[src/rtl/alu_sequencer.sv]
// Command encodings for the ALU bus, followed by the sequencer that loads operands,
// runs the compute step, reads back Y/F and returns them over a valid/ready response.
package constants_pkg;
    localparam int unsigned COM_W = 4;
    localparam logic [COM_W-1:0] COM_NOP     = 4'd0;
    localparam logic [COM_W-1:0] COM_LATCHA  = 4'd1;
    localparam logic [COM_W-1:0] COM_LATCHB  = 4'd2;
    localparam logic [COM_W-1:0] COM_LATCHOP = 4'd3;
    localparam logic [COM_W-1:0] COM_LATCHF  = 4'd4;
    localparam logic [COM_W-1:0] COM_COMPUTE = 4'd5;
    localparam logic [COM_W-1:0] COM_OUTPUTY = 4'd6;
    localparam logic [COM_W-1:0] COM_OUTPUTF = 4'd7;
endpackage

module alu_sequencer #(
    parameter int unsigned WORDSIZE = 16,
    parameter bit          CACHE_EN = 1'b1
) (
    input  logic                           i_Clk,
    input  logic                           i_Reset,
    input  logic                           i_ReqValid,
    output logic                           o_ReqReady,
    input  logic [WORDSIZE-1:0]            i_ReqA,
    input  logic [WORDSIZE-1:0]            i_ReqB,
    input  logic [3:0]                     i_ReqOp,
    input  logic                           i_ReqUseF,
    input  logic [WORDSIZE-1:0]            i_ReqF,
    output logic                           o_RspValid,
    input  logic                           i_RspReady,
    output logic [WORDSIZE-1:0]            o_RspY,
    output logic [WORDSIZE-1:0]            o_RspF,
    output logic                           o_RspErr,
    output logic [constants_pkg::COM_W-1:0] o_Command,
    output logic [WORDSIZE-1:0]            o_BusData,
    output logic                           o_BusValid,
    input  logic [WORDSIZE-1:0]            i_BusData,
    input  logic                           i_BusValid
);
    import constants_pkg::*;

    typedef enum logic [3:0] {
        IDLE, LD_A, LD_B, LD_OP, LD_F, COMPUTE, RD_Y, RD_F, RESP
    } state_t;

    state_t               r_State, w_Next;
    logic [WORDSIZE-1:0]  r_A, r_B, r_F, r_Y, r_RF;
    logic [3:0]           r_Op;
    logic                 r_UseF, r_Err;
    logic [WORDSIZE-1:0]  r_CacheA, r_CacheB;
    logic [3:0]           r_CacheOp;
    logic                 r_CacheValid;

    logic                 w_Accept;
    logic                 w_InHitA, w_InHitB, w_InHitOp;
    logic                 w_RegHitA, w_RegHitB, w_RegHitOp;
    logic [COM_W-1:0]     w_Command;
    logic [WORDSIZE-1:0]  w_BusData;
    logic                 w_BusValid;

    // First load state at or after position i_Pos (0=A, 1=B, 2=Op) that the cache cannot skip.
    function automatic state_t f_NextLoad(input logic [1:0] i_Pos, input logic i_HitA,
                                          input logic i_HitB, input logic i_HitOp,
                                          input logic i_UseF);
        if (i_Pos == 2'd0 && !i_HitA)  return LD_A;
        if (i_Pos <= 2'd1 && !i_HitB)  return LD_B;
        if (i_Pos <= 2'd2 && !i_HitOp) return LD_OP;
        if (i_UseF)                    return LD_F;
        return COMPUTE;
    endfunction

    assign w_Accept   = (r_State == IDLE) && i_ReqValid;
    assign w_InHitA   = CACHE_EN && r_CacheValid && (i_ReqA  == r_CacheA);
    assign w_InHitB   = CACHE_EN && r_CacheValid && (i_ReqB  == r_CacheB);
    assign w_InHitOp  = CACHE_EN && r_CacheValid && (i_ReqOp == r_CacheOp);
    assign w_RegHitA  = CACHE_EN && r_CacheValid && (r_A  == r_CacheA);
    assign w_RegHitB  = CACHE_EN && r_CacheValid && (r_B  == r_CacheB);
    assign w_RegHitOp = CACHE_EN && r_CacheValid && (r_Op == r_CacheOp);

    always_ff @(posedge i_Clk) begin
        if (i_Reset) begin
            r_State      <= IDLE;
            r_CacheValid <= 1'b0;
            r_Y          <= '0;
            r_RF         <= '0;
            r_Err        <= 1'b0;
        end else begin
            r_State <= w_Next;
            if (w_Accept) begin
                r_A    <= i_ReqA;
                r_B    <= i_ReqB;
                r_Op   <= i_ReqOp;
                r_UseF <= i_ReqUseF;
                r_F    <= i_ReqF;
                r_Err  <= 1'b0;
            end
            if (r_State == RD_Y) begin
                r_Y <= i_BusValid ? i_BusData : '0;
                if (!i_BusValid) r_Err <= 1'b1;
            end
            if (r_State == RD_F) begin
                r_RF <= i_BusValid ? i_BusData : '0;
                if (!i_BusValid) r_Err <= 1'b1;
            end
            // The ALU's latches are only trusted after a clean readback.
            if (r_State == RESP && i_RspReady) begin
                r_CacheValid <= !r_Err;
                r_CacheA     <= r_A;
                r_CacheB     <= r_B;
                r_CacheOp    <= r_Op;
            end
        end
    end

    always_comb begin
        w_Next     = r_State;
        w_Command  = COM_NOP;
        w_BusValid = 1'b0;
        w_BusData  = '0;
        unique case (r_State)
            IDLE: if (i_ReqValid)
                      w_Next = f_NextLoad(2'd0, w_InHitA, w_InHitB, w_InHitOp, i_ReqUseF);
            LD_A: begin
                w_Command  = COM_LATCHA;
                w_BusValid = 1'b1;
                w_BusData  = r_A;
                w_Next     = f_NextLoad(2'd1, w_RegHitA, w_RegHitB, w_RegHitOp, r_UseF);
            end
            LD_B: begin
                w_Command  = COM_LATCHB;
                w_BusValid = 1'b1;
                w_BusData  = r_B;
                w_Next     = f_NextLoad(2'd2, w_RegHitA, w_RegHitB, w_RegHitOp, r_UseF);
            end
            LD_OP: begin
                w_Command  = COM_LATCHOP;
                w_BusValid = 1'b1;
                w_BusData  = {{(WORDSIZE-4){1'b0}}, r_Op};
                w_Next     = f_NextLoad(2'd3, w_RegHitA, w_RegHitB, w_RegHitOp, r_UseF);
            end
            LD_F: begin
                w_Command  = COM_LATCHF;
                w_BusValid = 1'b1;
                w_BusData  = r_F;
                w_Next     = COMPUTE;
            end
            COMPUTE: begin
                w_Command = COM_COMPUTE;
                w_Next    = RD_Y;
            end
            RD_Y: begin
                w_Command = COM_OUTPUTY;
                w_Next    = RD_F;
            end
            RD_F: begin
                w_Command = COM_OUTPUTF;
                w_Next    = RESP;
            end
            RESP: if (i_RspReady) w_Next = IDLE;
            default: w_Next = IDLE;
        endcase
    end

    assign o_ReqReady = (r_State == IDLE);
    assign o_RspValid = (r_State == RESP);
    assign o_RspY     = (r_State == RESP) ? r_Y  : '0;
    assign o_RspF     = (r_State == RESP) ? r_RF : '0;
    assign o_RspErr   = (r_State == RESP) && r_Err;
    assign o_Command  = w_Command;
    assign o_BusData  = w_BusData;
    assign o_BusValid = w_BusValid;
endmodule
[config.mk]
export PLATFORM = sky130hd
export DESIGN_NAME = alu_sequencer
export DESIGN_NICKNAME = d
export VERILOG_FILES = /design/src/rtl/alu_sequencer.sv
export SDC_FILE = /design/constraint.sdc
export NUM_CORES = 1
export LEC_CHECK = 0
export CAP_MARGIN = 20
export CORE_MARGIN = 5
export CORE_UTILIZATION = 55
export CTS_BUF_LIST = sky130_fd_sc_hd__clkbuf_8
export DETAILED_ROUTE_END_ITERATION = 16
export PLACE_DENSITY = 0.87
export SYNTH_ARGS = -nofsm -noshare
export SYNTH_HDL_FRONTEND = slang
export SYNTH_SLANG_ARGS = --single-unit
[constraint.sdc]
create_clock -name i_Clk -period 5.3 [get_ports i_Clk]
set_input_delay 0.795 -clock i_Clk [delete_from_list [all_inputs] [get_ports i_Clk]]
set_output_delay 0.795 -clock i_Clk [all_outputs]
set_load 0.01 [all_outputs]
; ---- Word level (Yosys, flattened, before mapping)
; Index checks and enable logic that the tools add are counted.
[totals]
register_bits = 127
latch_bits = 0
ram_bits = 0
rom_bits = 0
in_bits = 74
out_inout_bits = 56
elab_cells = 108
memories = 0
[classes]
add_sub_neg = 0
multipliers = 0
n_div = 0
n_lt_le_gt_ge = 0
eq_ne = 15
shifts = 0
muxes = 65
bitwise_logic = 1
reduce_logical = 14
[op_table]
columns = operator, count
row1 = two-way mux 4 bit, 22
row2 = one-hot mux 16 bit (4 select lines), 1
row3 = == test 16 bit, 3
row4 = two-way mux 16 bit, 3
row5 = two-way mux 1 bit, 37
row6 = one-hot mux 4 bit (9 select lines), 1
row7 = one-hot mux 3 bit (7 select lines), 1
row8 = "== test 4 x 3 -> 1 bit, second input constant", 4
row9 = "== test 4 x 2 -> 1 bit, second input constant", 2
row10 = == test 4 bit, 2
row11 = logical AND 1 bit, 8
row12 = AND reduction 2 bit, 3
row13 = "== test 4 x 1 -> 1 bit, second input constant", 1
row14 = "== test 4 bit, second input constant", 1
row15 = zero test 4 bit, 1
row16 = OR reduction 4 bit, 1
row17 = "!= test 2 x 1 -> 1 bit, second input constant", 1
row18 = "!= test 2 bit, second input constant", 1
row19 = zero test 1 bit, 1
row20 = NOT 1 bit, 1

; ---- Logic depth before layout (Yosys ltp)
[depth]
ltp_word = 23
ltp_mapped = 8
mapped_depth_nobuf = 6

; ---- Worst setup path before layout
; Ideal clock, no wire load.
[synth_timing]
path_kind = input to register
from = input i_Reset
to = register r_CacheA[0] (enable)
setup_ps = 429
t_arrival_ps = 2736
required_ps = 4871
path_slack_ps = 2135
stages = 3
path_buffers = 2
path_cell_list = clkbuf_1 > clkbuf_1 > nor2_1
[synth_between]
elab_chain_len = 2
[synth_lines]
columns = item, line
row1 = start: declaration, 20  ; input logic i_Reset,
row2 = NOT 1 bit (no source line), n/a
row3 = AND reduction 2 bit (no source line), n/a
row4 = end signal: assignment, 107  ; r_CacheA <= r_A;
row5 = end: declaration, 49  ; logic [WORDSIZE-1:0] r_CacheA, r_CacheB;
; No other way between the ends.
; A chain may end at the register's enable or synchronous reset.

; ---- Worst setup path after layout
[layout_timing]
from = register r_State[0]
to = output o_BusData[3]
[layout_between]
elab_chain_len = 2
elab_cells_between_ends = 5
classes_between = eq/ne (4) / mux (1)
[layout_lines]
columns = item, line
row1 = start: declaration, 45  ; state_t r_State, w_Next;
row2 = start signal: assignment, 87  ; r_State <= w_Next;
row3 = == test 4 x 3 -> 1 bit (tied with other cells), 119  ; unique case (r_State)
row4 = one-hot mux 16 bit (4 select lines) *, 119
row5 = end: declaration, 34  ; output logic [WORDSIZE-1:0] o_BusData,
; Mark *: on every way between the ends. The rest lies on a longest branch, timed or not.

==> flow_summary.json <==
{
  "status": "finished, final reports clean",
  "gp_congestion": 0.829,
  "grt_start_max_net_pins": 42,
  "cap_violations": 0,
  "finClkSkew_ns": 0.0103,
  "syn_inst": 464,
  "fin_util_pct": 75.0,
  "tightest_slew_ns": 1.14,
  "top_level_ports": 130,
  "endpoint_kind": "primary output",
  "cts_root_buf": "clkbuf_8",
  "preCtsSetupSlack_ns": 1.97,
  "synthFlopType": "edfxtp_1",
  "nNetsFinal": 663,
  "die-area_mm2": 0.0122,
  "ff2ff_path_depth": 7,
  "ys_seq_elements": 127,
  "fin_crit_ns": 3.80,
  "setup_ws_ns": 1.50,
  "drv_slew": 0,
  "hold_buffers": 0,
  "postRouteAntennaNets": 0,
  "hold_class": "reg -> reg",
  "synthTopCellsByCount": "edfxtp_1, nand2_1, nand3_1, xnor2_1",
  "numPortBuffers": 128,
  "post_cts_buffers": 0,
  "synth_top_area_share_pct": 48.3,
  "cts_tree": "built",
  "clock_path_buffers": 2,
  "wl_um": 14300,
  "viasPerCell": 5.73,
  "synth_area_leaders": "edfxtp_1, dfxtp_1, xnor2_1, and2_1, nand3_1",
  "slew_headroom_pct": 23.7,
  "clock_sinks": 127,
  "grt.total_usage_pct": 24.3,
  "drive_above_1_share_pct": 8.14,
  "yosysTopAreaCell": "edfxtp_1",
  "row_count": 36,
  "ff_latch_area_mm2": 0.00343,
  "place_hpwl_um": 10100,
  "p_total_w": 0.00284,
  "seq_area_frac_synth_pct": 62.0,
  "min_delay_path_depth": 2,
  "drc": 0,
  "die_h_um": 110,
  "critPathLaunchType": "flop",
  "clock_latency_ns": 0.43,
  "grt_first_pass_wirelength_um": 21800,
  "via_count": 4208,
  "cp_cell_sequence": "nor4b_4, a22oi_1, o21ai_0, clkdlybuf4s50_1",
  "rsz0062_at_grt": "no",
  "cts_inserted_buffers": 17,
  "cts_resized": 0,
  "critPathMaxStageDelay_ns": 1.00,
  "cp_max_fo": 18,
  "antenna_found_initial": 0,
  "antenna_cells": 0,
  "fin_tns_setup_ns": 0,
  "async_flop_share_pct": 0,
  "p_leak_nw": 2.46,
  "design.core.area_mm2": 0.00977,
  "syn_nets": 538,
  "hold_viol_final": 0,
  "syn_to_final_growth_pct": 32.5,
  "cp.arrival_ns": 3.01,
  "dr.pass1.iters": 9,
  "h-tree-depth": 4,
  "synth.avg_cell_area_um2": 11.9,
  "crit_slowest_cell": "nor4b_4",
  "fin_area_mm2": 0.00733,
  "dpl-instance-area_mm2": 0.00687,
  "grt_overflow": 0,
  "grt_pass1_vias": 4199,
  "crit_required_ns": 4.51,
  "avgRoutedWirePerCell_um": 19.4,
  "irDropWorstVdd_uv": 235,
  "synth_area_mm2": 0.00553,
  "initial_core_util_pct": 56.6,
  "multi_input_area_mm2": 0.00189,
  "p_per_area_mw_per_mm2": 387,
  "fill_cells": 637,
  "fmax_mhz": 263,
  "finalSetupViolCount": 0,
  "finalCritPeriodShare_pct": 71.8,
  "drtIter0Drc": 473,
  "synth_edf_count": 89,
  "die_w_um": 110,
  "synthMostInstantiatedCell": "edfxtp_1",
  "ys_warn_count": 0,
  "crit_type": "reg -> out",
  "clk_pin_slew_ns": 0.07,
  "yosys.cell_types.count": 49
}
[report_power, final]
group,switching [W],internal (W)
clock network,0.000391,0.000558
logic,0.000322,0.000329
registers,0.0000778,0.00116
total,0.000791,0.00204
[path summary, 6_finish.rpt]
kind | from | endpoint | slack (ns)
worst min-delay path | r_Y[11]$_SDFFE_PP0P_ | r_Y[11]$_SDFFE_PP0P_ | 0.45
worst min register to register | r_Y[11]$_SDFFE_PP0P_ | r_Y[11]$_SDFFE_PP0P_ | 0.45
worst max-delay path | r_State[0]$_SDFFE_PP0P_ | o_BusData[3] | 1.50
worst max register to register | r_State[3]$_SDFFE_PP0P_ | r_State[1]$_SDFFE_PP0P_ | 2.56
[area by class of cell]
cell class	instances	share of cell area (%)
Clock buffer	17	3.19
Clock inverter	15	2.95
Inverter	17	0.870
Multi-Input combinational cell	293	25.8
Sequential cell	127	46.8
Tap cell	133	2.27
Timing Repair Buffer	133	18.1
[through the flow]
stage          instances  hold slack [ns]
2_1_floorplan        464            0.425
3_3_place_gp         701            0.433
3_5_place_dp         702            0.440
4_1_cts              734            0.454
5_1_grt              735            0.469
6_report             735            0.451
[cell usage in the layout, fill, tap and decap left out, types with 2 or more instances in the layout]
| cell | synthesis | final |
|---|---|---|
| a21oi_1 | 38 | 38 |
| a222oi_1 | 12 | 12 |
| a22oi_1 | 8 | 8 |
| and2_1 | 34 | 34 |
| and3_1 | 2 | 2 |
| buf_4 | 4 | 3 |
| bufinv_16 | 0 | 5 |
| clkbuf_8 | 2 | 17 |
| clkdlybuf4s50_1 | 0 | 128 |
| clkinv_2 | 0 | 2 |
| clkinvlp_4 | 0 | 3 |
| dfxtp_1 | 38 | 38 |
| edfxtp_1 | 89 | 89 |
| inv_1 | 17 | 18 |
| inv_6 | 0 | 2 |
| nand2_1 | 41 | 41 |
| nand2b_1 | 4 | 4 |
| nand3_1 | 39 | 39 |
| nand4_1 | 8 | 8 |
| nor2_1 | 9 | 8 |
| nor2_4 | 2 | 4 |
| nor3_1 | 6 | 6 |
| nor4_1 | 5 | 5 |
| o21ai_0 | 4 | 4 |
| xnor2_1 | 39 | 39 |
| xor2_1 | 18 | 18 |
[registers in the layout, indices dropped and copies added (netlist names)]
register      cells
r_A              16
r_B              16
r_CacheA         16
r_CacheB         16
r_CacheOp         4
r_CacheValid      1
r_Err             1
r_F              16
r_Op              4
r_RF             16
r_State           4
r_UseF            1
r_Y              16
[critical path: cells and delay by family (launching register included)]
kind | cells | cell delay [ns]
buffers and inverters | 1 | 0.57
AOI/OAI and AO/OA | 2 | 0.40
DFF | 1 | 0.60
and+or+nand+nor | 1 | 1.00
[routing by layer]
metal  routed length (um)  vias up  GRT usage [%]
li1                     -     1919              -
met1                 5410     2025           30.1
met2                 7340      243           42.0
met3                 1310       21           6.17
met4                  223        0           7.56
met5                    0        -              0
[kinds of logic (layout without fill, tap and decap cells)]
group                  count (synthesis)  count (layout)  synth area share [%]
AO/OA/AOI/OAI                         70              70                  8.21
XOR/XNOR                              57              57                  9.02
buffers and inverters                 44             182                  4.07
flip-flops                           127             127                  62.0
AND/OR/NAND/NOR                      165             165                  16.6
other                                  1               1                0.0678
Power figures use the tool's default switching activity.
